$ cat src/rtl/note_sequencer_pkg.sv
// Shared types and constants for the note sequencer: FSM state encoding,
// score word layout and default sizing.
package note_sequencer_pkg;

  typedef enum logic [2:0] {
    IDLE  = 3'd0,
    FETCH = 3'd1,
    LATCH = 3'd2,
    HOLD  = 3'd3,
    DONE  = 3'd4
  } seq_state_e;

  localparam int SCORE_W    = 15;
  localparam int PERIOD_MSB = 14;
  localparam int PERIOD_LSB = 1;
  localparam int PERIOD_W   = PERIOD_MSB - PERIOD_LSB + 1;
  localparam int REST_BIT   = 0;

  localparam int DEF_LENGTH   = 783;
  localparam int DEF_TICK_DIV = 16_666_666;
  localparam int DEF_AW       = 10;

  // Counter width for a modulo-n count; a single bit is kept when n <= 1.
  function automatic int cnt_width(input int n);
    return (n > 1) ? $clog2(n) : 1;
  endfunction

endpackage

$ cat src/rtl/note_sequencer_step_timer.sv
// Step timer: counts enabled cycles modulo TICK_DIV; tick_last flags the
// final count of a note step.
module step_timer
  import note_sequencer_pkg::*;
#(
  parameter int TICK_DIV = DEF_TICK_DIV
) (
  input  logic clk,
  input  logic rst,
  input  logic clr,
  input  logic en,
  output logic tick_last
);

  localparam int TW = cnt_width(TICK_DIV);

  logic [TW-1:0] cnt_q, cnt_d;

  assign tick_last = (cnt_q == TW'(TICK_DIV - 1));

  // Wrap at the last count so the counter never exceeds TICK_DIV-1.
  always_comb begin
    cnt_d = cnt_q;
    if (clr) begin
      cnt_d = '0;
    end else if (en) begin
      cnt_d = tick_last ? '0 : cnt_q + 1'b1;
    end
  end

  always_ff @(posedge clk) begin
    if (rst) cnt_q <= '0;
    else     cnt_q <= cnt_d;
  end

endmodule

$ cat src/rtl/note_sequencer.sv
// Score player: fetches {period, rest} words from a ROM and holds each note
// for TICK_DIV cycles. Define SEQ_LOOP_EN to replay the score endlessly.
//
//   state | meaning
//   IDLE  | waiting for start after reset
//   FETCH | rom_en high, rom_addr = idx
//   LATCH | rom_data captured into the note outputs, timer cleared
//   HOLD  | step timer running (frozen while paused)
//   DONE  | score finished, silent until start
module note_sequencer
  import note_sequencer_pkg::*;
#(
  parameter int LENGTH   = DEF_LENGTH,
  parameter int TICK_DIV = DEF_TICK_DIV,
  parameter int AW       = DEF_AW
) (
  input  logic                clk,
  input  logic                rst,
  input  logic                start,
  input  logic                pause,
  output logic                rom_en,
  output logic [AW-1:0]       rom_addr,
  input  logic [SCORE_W-1:0]  rom_data,
  output logic [PERIOD_W-1:0] note_period,
  output logic                note_rest,
  output logic                note_valid,
  output logic                note_strobe,
  output logic                done
);

  seq_state_e          state_q, state_d;
  logic [AW-1:0]       idx_q, idx_d;
  logic [PERIOD_W-1:0] period_q, period_d;
  logic                rest_q, rest_d;
  logic                valid_q, valid_d;
  logic                strobe_q, strobe_d;
  logic                tmr_clr, tmr_en, tick_last;

  step_timer #(.TICK_DIV(TICK_DIV)) u_step_timer (
    .clk       (clk),
    .rst       (rst),
    .clr       (tmr_clr),
    .en        (tmr_en),
    .tick_last (tick_last)
  );

  always_comb begin
    state_d  = state_q;
    idx_d    = idx_q;
    period_d = period_q;
    rest_d   = rest_q;
    valid_d  = valid_q;
    strobe_d = 1'b0;
    tmr_clr  = 1'b0;
    tmr_en   = 1'b0;
    if (start) begin
      state_d = FETCH;
      idx_d   = '0;
    end else begin
      case (state_q)
        FETCH: state_d = LATCH;
        LATCH: begin
          period_d = rom_data[PERIOD_MSB:PERIOD_LSB];
          rest_d   = rom_data[REST_BIT];
          valid_d  = 1'b1;
          strobe_d = 1'b1;
          tmr_clr  = 1'b1;
          state_d  = HOLD;
        end
        HOLD: begin
          tmr_en = !pause;
          if (!pause && tick_last) begin
            if (idx_q < AW'(LENGTH - 1)) begin
              idx_d   = idx_q + 1'b1;
              state_d = FETCH;
            end else begin
`ifdef SEQ_LOOP_EN
              idx_d   = '0;
              state_d = FETCH;
`else
              valid_d = 1'b0;
              state_d = DONE;
`endif
            end
          end
        end
        default: state_d = state_q;
      endcase
    end
  end

  always_ff @(posedge clk) begin
    if (rst) begin
      state_q  <= IDLE;
      idx_q    <= '0;
      period_q <= '0;
      rest_q   <= 1'b0;
      valid_q  <= 1'b0;
      strobe_q <= 1'b0;
    end else begin
      state_q  <= state_d;
      idx_q    <= idx_d;
      period_q <= period_d;
      rest_q   <= rest_d;
      valid_q  <= valid_d;
      strobe_q <= strobe_d;
    end
  end

  assign rom_en      = (state_q == FETCH);
  assign rom_addr    = (state_q == FETCH) ? idx_q : '0;
  assign note_period = period_q;
  assign note_valid  = valid_q;
  assign note_strobe = strobe_q;
  assign done        = (state_q == DONE);
  // A silent note, a pause or no note at all all mute the buzzer.
  assign note_rest   = rest_q || pause || (period_q == '0) || !valid_q;

endmodule

$ cat config.mk
export PLATFORM = sky130hd
export DESIGN_NAME = note_sequencer
export DESIGN_NICKNAME = d
export VERILOG_FILES = /design/src/rtl/note_sequencer_pkg.sv /design/src/rtl/note_sequencer_step_timer.sv /design/src/rtl/note_sequencer.sv
export SDC_FILE = /design/constraint.sdc
export NUM_CORES = 1
export LEC_CHECK = 0
export BUFFER_PORTS_ARGS = -buffer_cell sky130_fd_sc_hd__buf_4
export CAP_MARGIN = 25
export CELL_PAD_IN_SITES_DETAIL_PLACEMENT = 1
export CELL_PAD_IN_SITES_GLOBAL_PLACEMENT = 2
export CORE_UTILIZATION = 32
export CTS_CLUSTER_DIAMETER = 100
export DETAILED_ROUTE_END_ITERATION = 10
export GPL_ROUTABILITY_DRIVEN = 0
export PLACE_DENSITY_LB_ADDON = 0.1
export SLEW_MARGIN = 20
export SYNTH_ARGS = -nofsm -noshare
export SYNTH_HDL_FRONTEND = slang
export SYNTH_HIERARCHICAL = 1
export SYNTH_SLANG_ARGS = --single-unit
$ cat constraint.sdc
create_clock -name clk -period 3.4 [get_ports clk]
set_clock_uncertainty 0.15 [all_clocks]
set_input_delay 0.34 -clock clk [delete_from_list [all_inputs] [get_ports clk]]
set_output_delay 0.34 -clock clk [all_outputs]
set_load 0.02 [all_outputs]
Word level (Yosys, flattened, before mapping)
Cells that the tools add are included.
{"block": "totals", "reg_bits": 54, "latchBits": 0, "mem_bits_rw": 0, "rom_bits": 0, "in_bits": 19, "output_inout_bits": 29, "mem_count": 0}
{"block": "op_classes", "n_addsub": 2, "n_mul": 0, "div_mod_pow": 0, "order_cmp": 1, "n_eq_ne": 8, "shift": 0, "n_mux": 13, "bitwise_logic": 1, "reduce_logical": 17}
{"cell": "adder 24 x 1 -> 24 bit, second input constant", "count": 1}
{"cell": "== test 24 bit, second input constant", "count": 1}
{"cell": "two-way mux 24 bit", "count": 1}
{"cell": "zero test 14 bit", "count": 1}
{"cell": "adder 10 x 1 -> 10 bit, second input constant", "count": 1}
{"cell": "less-than comparator 10 bit, second input constant", "count": 1}
{"cell": "two-way mux 10 bit", "count": 1}
{"cell": "case mux 3 bit (3 select lines)", "count": 1}
{"cell": "two-way mux 1 bit", "count": 7}
{"cell": "== test 3 x 2 -> 1 bit, second input constant", "count": 2}
{"cell": "two-way mux 3 bit", "count": 2}
{"cell": "AND reduction 2 bit", "count": 3}
{"cell": "inequality test 2 bit, second input constant", "count": 2}
{"cell": "AND reduction 4 bit", "count": 1}
{"cell": "nonzero test 4 bit", "count": 1}
{"cell": "OR reduction 2 bit", "count": 2}
{"cell": "== test 3 x 1 -> 1 bit, second input constant", "count": 1}
{"cell": "== test 3 bit, second input constant", "count": 1}
{"cell": "logical OR 1 bit", "count": 3}
{"cell": "inequality test 3 bit, second input constant", "count": 1}
{"cell": "AND reduction 3 bit", "count": 1}
{"cell": "nonzero test 3 bit", "count": 1}
{"cell": "zero test 1 bit", "count": 2}
{"cell": "case mux 1 bit (2 select lines)", "count": 1}
{"cell": "other kinds (3)", "count": 3}

Longest topological paths before layout
{"block": "logic_depth", "ltp_word": 5, "ltp_mapped": 10, "depth_no_buf": 9}

Hierarchy
Netlist, hierarchy kept.
{"mod": "note_sequencer", "instances": 1, "cells_per_inst": 175, "area_per_inst_um2": 1392.6, "seq_area_each_um2": 600.6}
{"mod": "step_timer", "instances": 1, "cells_per_inst": 144, "area_per_inst_um2": 1234.9, "seq_area_each_um2": 480.5}

Worst setup path after synthesis
Ideal clock, no wire load.
{"block": "synth_path", "path_type": "reg2reg", "from": "register u_step_timer.cnt_q[16]", "to": "register idx_q[4]", "t_arrival_ns": 2.528, "t_required_ns": 3.180, "setup_slack_ns": 0.652, "path_stages_with_launch": 8, "n_path_buf": 0, "path_cell_list": "dfxtp_1 -> or4b_1 -> or4_4 -> nor2_1 -> and4bb_4 -> or4b_1 -> or3_1 -> a21oi_1"}
{"block": "synth_between", "elab_chain_len": 3}
{"element": "from (decl)", "line": "note_sequencer_step_timer.sv:17", "rtl": "logic [TW-1:0] cnt_q, cnt_d;"}
{"element": "from (signal assigned)", "line": "note_sequencer_step_timer.sv:33", "rtl": "else cnt_q <= cnt_d;"}
{"element": "== test 24 bit", "line": "note_sequencer_step_timer.sv:19", "rtl": "assign tick_last = (cnt_q == TW'(TICK_DIV - 1));"}
{"element": "via tick_last", "line": "note_sequencer.sv:37", "rtl": "logic tmr_clr, tmr_en, tick_last;"}
{"element": "logical AND 1 bit", "line": "note_sequencer.sv:72", "rtl": "if (!pause && tick_last) begin"}
{"element": "AND reduction 3 bit (no source line)"}
{"element": "to (signal assigned)", "line": "note_sequencer.sv:102", "rtl": "idx_q <= idx_d;"}
{"element": "to (decl)", "line": "note_sequencer.sv:32", "rtl": "logic [AW-1:0] idx_q, idx_d;"}
The timed path passes the listed nets, and every way through them passes these cells.
A chain may end at the register's enable or synchronous reset.

Worst setup path after layout
{"block": "layout_path", "from": "register u_step_timer.cnt_q[16]", "to": "register idx_q[3]"}
The elaborated chain is that of the path after synthesis.

==> summary.md <==
| Metric | Value |
|---|---|
| Drt wl/cell | 14.5 um |
| Resize count post-CTS | 0 |
| Final ANT Viol Nets | 0 |
| Share of cells above drive strength 1 | 0.191 |
| Core Area | 0.00785 sq mm |
| Clock Sinks | 54 |
| Root buffer cell | clkbuf_8 |
| Syn nets | 341 |
| Yosys top cell area share | 0.411 |
| Register Area | 0.00108 sq mm |
| Starting Density | 0.335 |
| Final setup viols | 0 |
| Final period util | 0.857 |
| Top post-synthesis cells by area | dfxtp_1, a21oi_1, nand2_1, nor2_1, nand4_1 |
| Leading area contributor after synthesis | dfxtp_1 |
| Final nets | 382 |
| Setup Crit Path Kind | flop to flop |
| Vias in the first global route | 2423 |
| Hold_sp | rom_data[10] |
| Worst EP required | 3490 ps |
| Setup Buffers After CTS | 0 |
| CTS H-tree depth | 2 |
| Global-route usage over all layers | 0.169 |
| Sequential area share after synthesis | 0.411 |
| Hold_buf cts | 0 |
| Max Transition Viols Final | 0 |
| HPWL after DPL | 4860 um |
| Setup total negative slack | 0 ps |
| RSZ-0062 raised after global routing | false |
| Die H | 92.6 um |
| DR vias | 2413 |
| Leak pwr | 1.11 nW |
| Syn Area/Cell | 8.24 sq um |
| Die Area | 0.00858 sq mm |
| Async SR Flop Fraction | 0 |
| Peak Freq | 343 MHz |
| Crit. End Element | flop |
| Die Span X | 92.6 um |
| Row count | 32 |
| Synth Flop Type | dfxtp_1 |
| 1st-iter DRT viols | 61 |
| Largest net degree at the start of global routing | 24 |
| Tmin final | 2920 ps |
| Clk buf depth | 2 |
| Status | completed |
| Global-route wire length before repair | 11700 um |
| I/O pin count | 48 |
| RR Startpoint | u_step_timer/cnt_q[16]$_SDFFE_PP0P_ |
| Launch point of the worst path | u_step_timer/cnt_q[16]$_SDFFE_PP0P_ |
| # diodes | 0 |
| Pwr Density | 361 mW/mm^2 |
| Worst Path Max Fanout | 11 |
| Max-cap viol count | 0 |
| Clk slew on worst S/H paths | 110 ps |
| Maximum VDD drop | 0.158 mV |
| Synth Instances | 319 |
| Slew @ Worst Pin | 634 ps |
| Post-synthesis register bit count | 54 |
| Initial antenna violation count | 0 |
| Area growth, synth to finish | 20.6% |
| Vias per Instance | 5.21 |
| WP data arrival | 3000 ps |
| TritonCTS Buffers | 5 |
| Port Buffers | 47 |
| Worst skew pair latency | 310 ps |
| Count of different cell masters after synthesis | 42 |
| Fillers | 969 |
| CP Launch Type | flop |
| Mapped cell area | 0.00263 sq mm |
| GRT overflow | 0 |
| CTS tree | yes |
| Post-synth EDFFs | 0 |
| Post-Route WL | 6700 um |
| Hold crit path type | input pin to flop |
| Rel. slew slack | 0.577 |
| First-pass DRT Iterations | 4 |
| Drt drc | 0 |
| Multi-input gate area | 0.00144 sq mm |
| Overall power | 1.15 mW |
| Synth warn | 6 |
| Fin. Hold Viols | 0 |
[cells in the final DEF, fill, tap and decap left out, types with 3 or more instances in the layout]
| master | netlist | final |
|---|---|---|
| or4b_1 | 3 | 3 |
| dfxtp_1 | 54 | 54 |
| and3_1 | 4 | 4 |
| ha_1 | 3 | 3 |
| or3_1 | 9 | 9 |
| o31ai_1 | 8 | 8 |
| or4_1 | 8 | 8 |
| xnor2_1 | 3 | 3 |
| and4_1 | 8 | 8 |
| o21ai_0 | 11 | 11 |
| nand2_1 | 45 | 45 |
| nand3_1 | 12 | 12 |
| a21oi_1 | 38 | 37 |
| and2_1 | 12 | 12 |
| xor2_1 | 8 | 8 |
| buf_4 | 0 | 51 |
| nor2_1 | 26 | 26 |
| inv_1 | 5 | 5 |
| clkbuf_8 | 0 | 5 |
| nor4_1 | 4 | 4 |
| nand4_1 | 14 | 14 |
[stage by stage]
stage / hold slack (ps) / setup slack, ps / instance area [sq um] / std cells / utilization
floorplan: 287 / 652 / 2630 / 319 / -
global placement: 295 / 547 / 3050 / 455 / 0.389
detailed placement: 309 / 482 / 3050 / 455 / 0.389
CTS: 107 / 461 / 3170 / 463 / 0.403
global route: 113 / 315 / 3170 / 463 / 0.404
finish: 113 / 485 / 3170 / 463 / 0.404
[power breakdown]
group	leakage (nW)	switching, mW	internal (mW)
sequential	0.435	0.00482	0.636
clock	0.0504	0.225	0.220
combinational	0.624	0.0320	0.0274
total	1.11	0.262	0.883
[worst max-delay path: stages, from the launching register on]
cell and delay, ps:
dfxtp_1 350, or4b_1 510, or4_4 480, nor2_1 150, and4bb_4 290, nand2_1 210, or4_1 520, a21oi_1 170
[synth_stat cells, types with 2 or more instances]
library cell,number
xnor2_1,3
o31ai_1,8
ha_1,3
buf_6,2
or2_2,2
dfxtp_1,54
o21ai_0,11
nand4_1,14
nor3_1,2
inv_1,5
nor3b_1,2
or3_1,9
nand2b_1,2
xor2_1,8
a21oi_1,38
o21ba_2,2
clkbuf_1,9
and4_1,8
nand2_1,45
or4_1,8
o21a_1,2
or4b_1,3
and3_1,4
nor2_1,26
buf_2,6
o41ai_1,2
nor4_1,4
nand3_1,12
and2_1,12
[metal layers]
metal	routed length, um	vias to the layer above	global-route usage
met3	264	5	0.0394
met5	0	-	0
li1	-	1234	-
met1	3450	1139	0.237
met4	55	0	0.0423
met2	2940	35	0.260
[area by class of cell]
type / count / share of cell area
flip-flops and latches: 54 / 0.341
inverters: 6 / 0.00711
repair buffers: 51 / 0.121
clock buffers: 5 / 0.0217
well taps: 102 / 0.0403
clock inverters: 3 / 0.0142
multi-input cells: 242 / 0.455
[registers in the layout (all words and copies together), names as in the netlist]
signal / count
idx_q: 10
note_period: 14
note_strobe: 1
note_valid: 1
rest_q: 1
state_q: 3
u_step_timer/cnt_q: 24
[worst paths after layout]
kind	end	slack [ps]	cells past startpoint
setup / recovery	idx_q[3]$_SDFFE_PP0P_	480	7
setup reg to reg	idx_q[3]$_SDFFE_PP0P_	480	7
hold / removal	note_period[9]$_SDFFE_PP0P_	110	3
hold reg to reg	rest_q$_SDFFE_PP0P_	320	2
[logic make-up after synthesis]
| kind of cell | count (synthesis) | share of synthesized area |
|---|---|---|
| AOI/OAI and AO/OA | 69 | 0.160 |
| DFF | 54 | 0.411 |
| xor gates and xnor gates | 11 | 0.0367 |
| buffers and inverters | 23 | 0.0414 |
| muxes | 1 | 0.00381 |
| adders and majority gates | 3 | 0.0143 |
| and+or+nand+nor | 158 | 0.333 |
(Power assumes the default switching activity.)
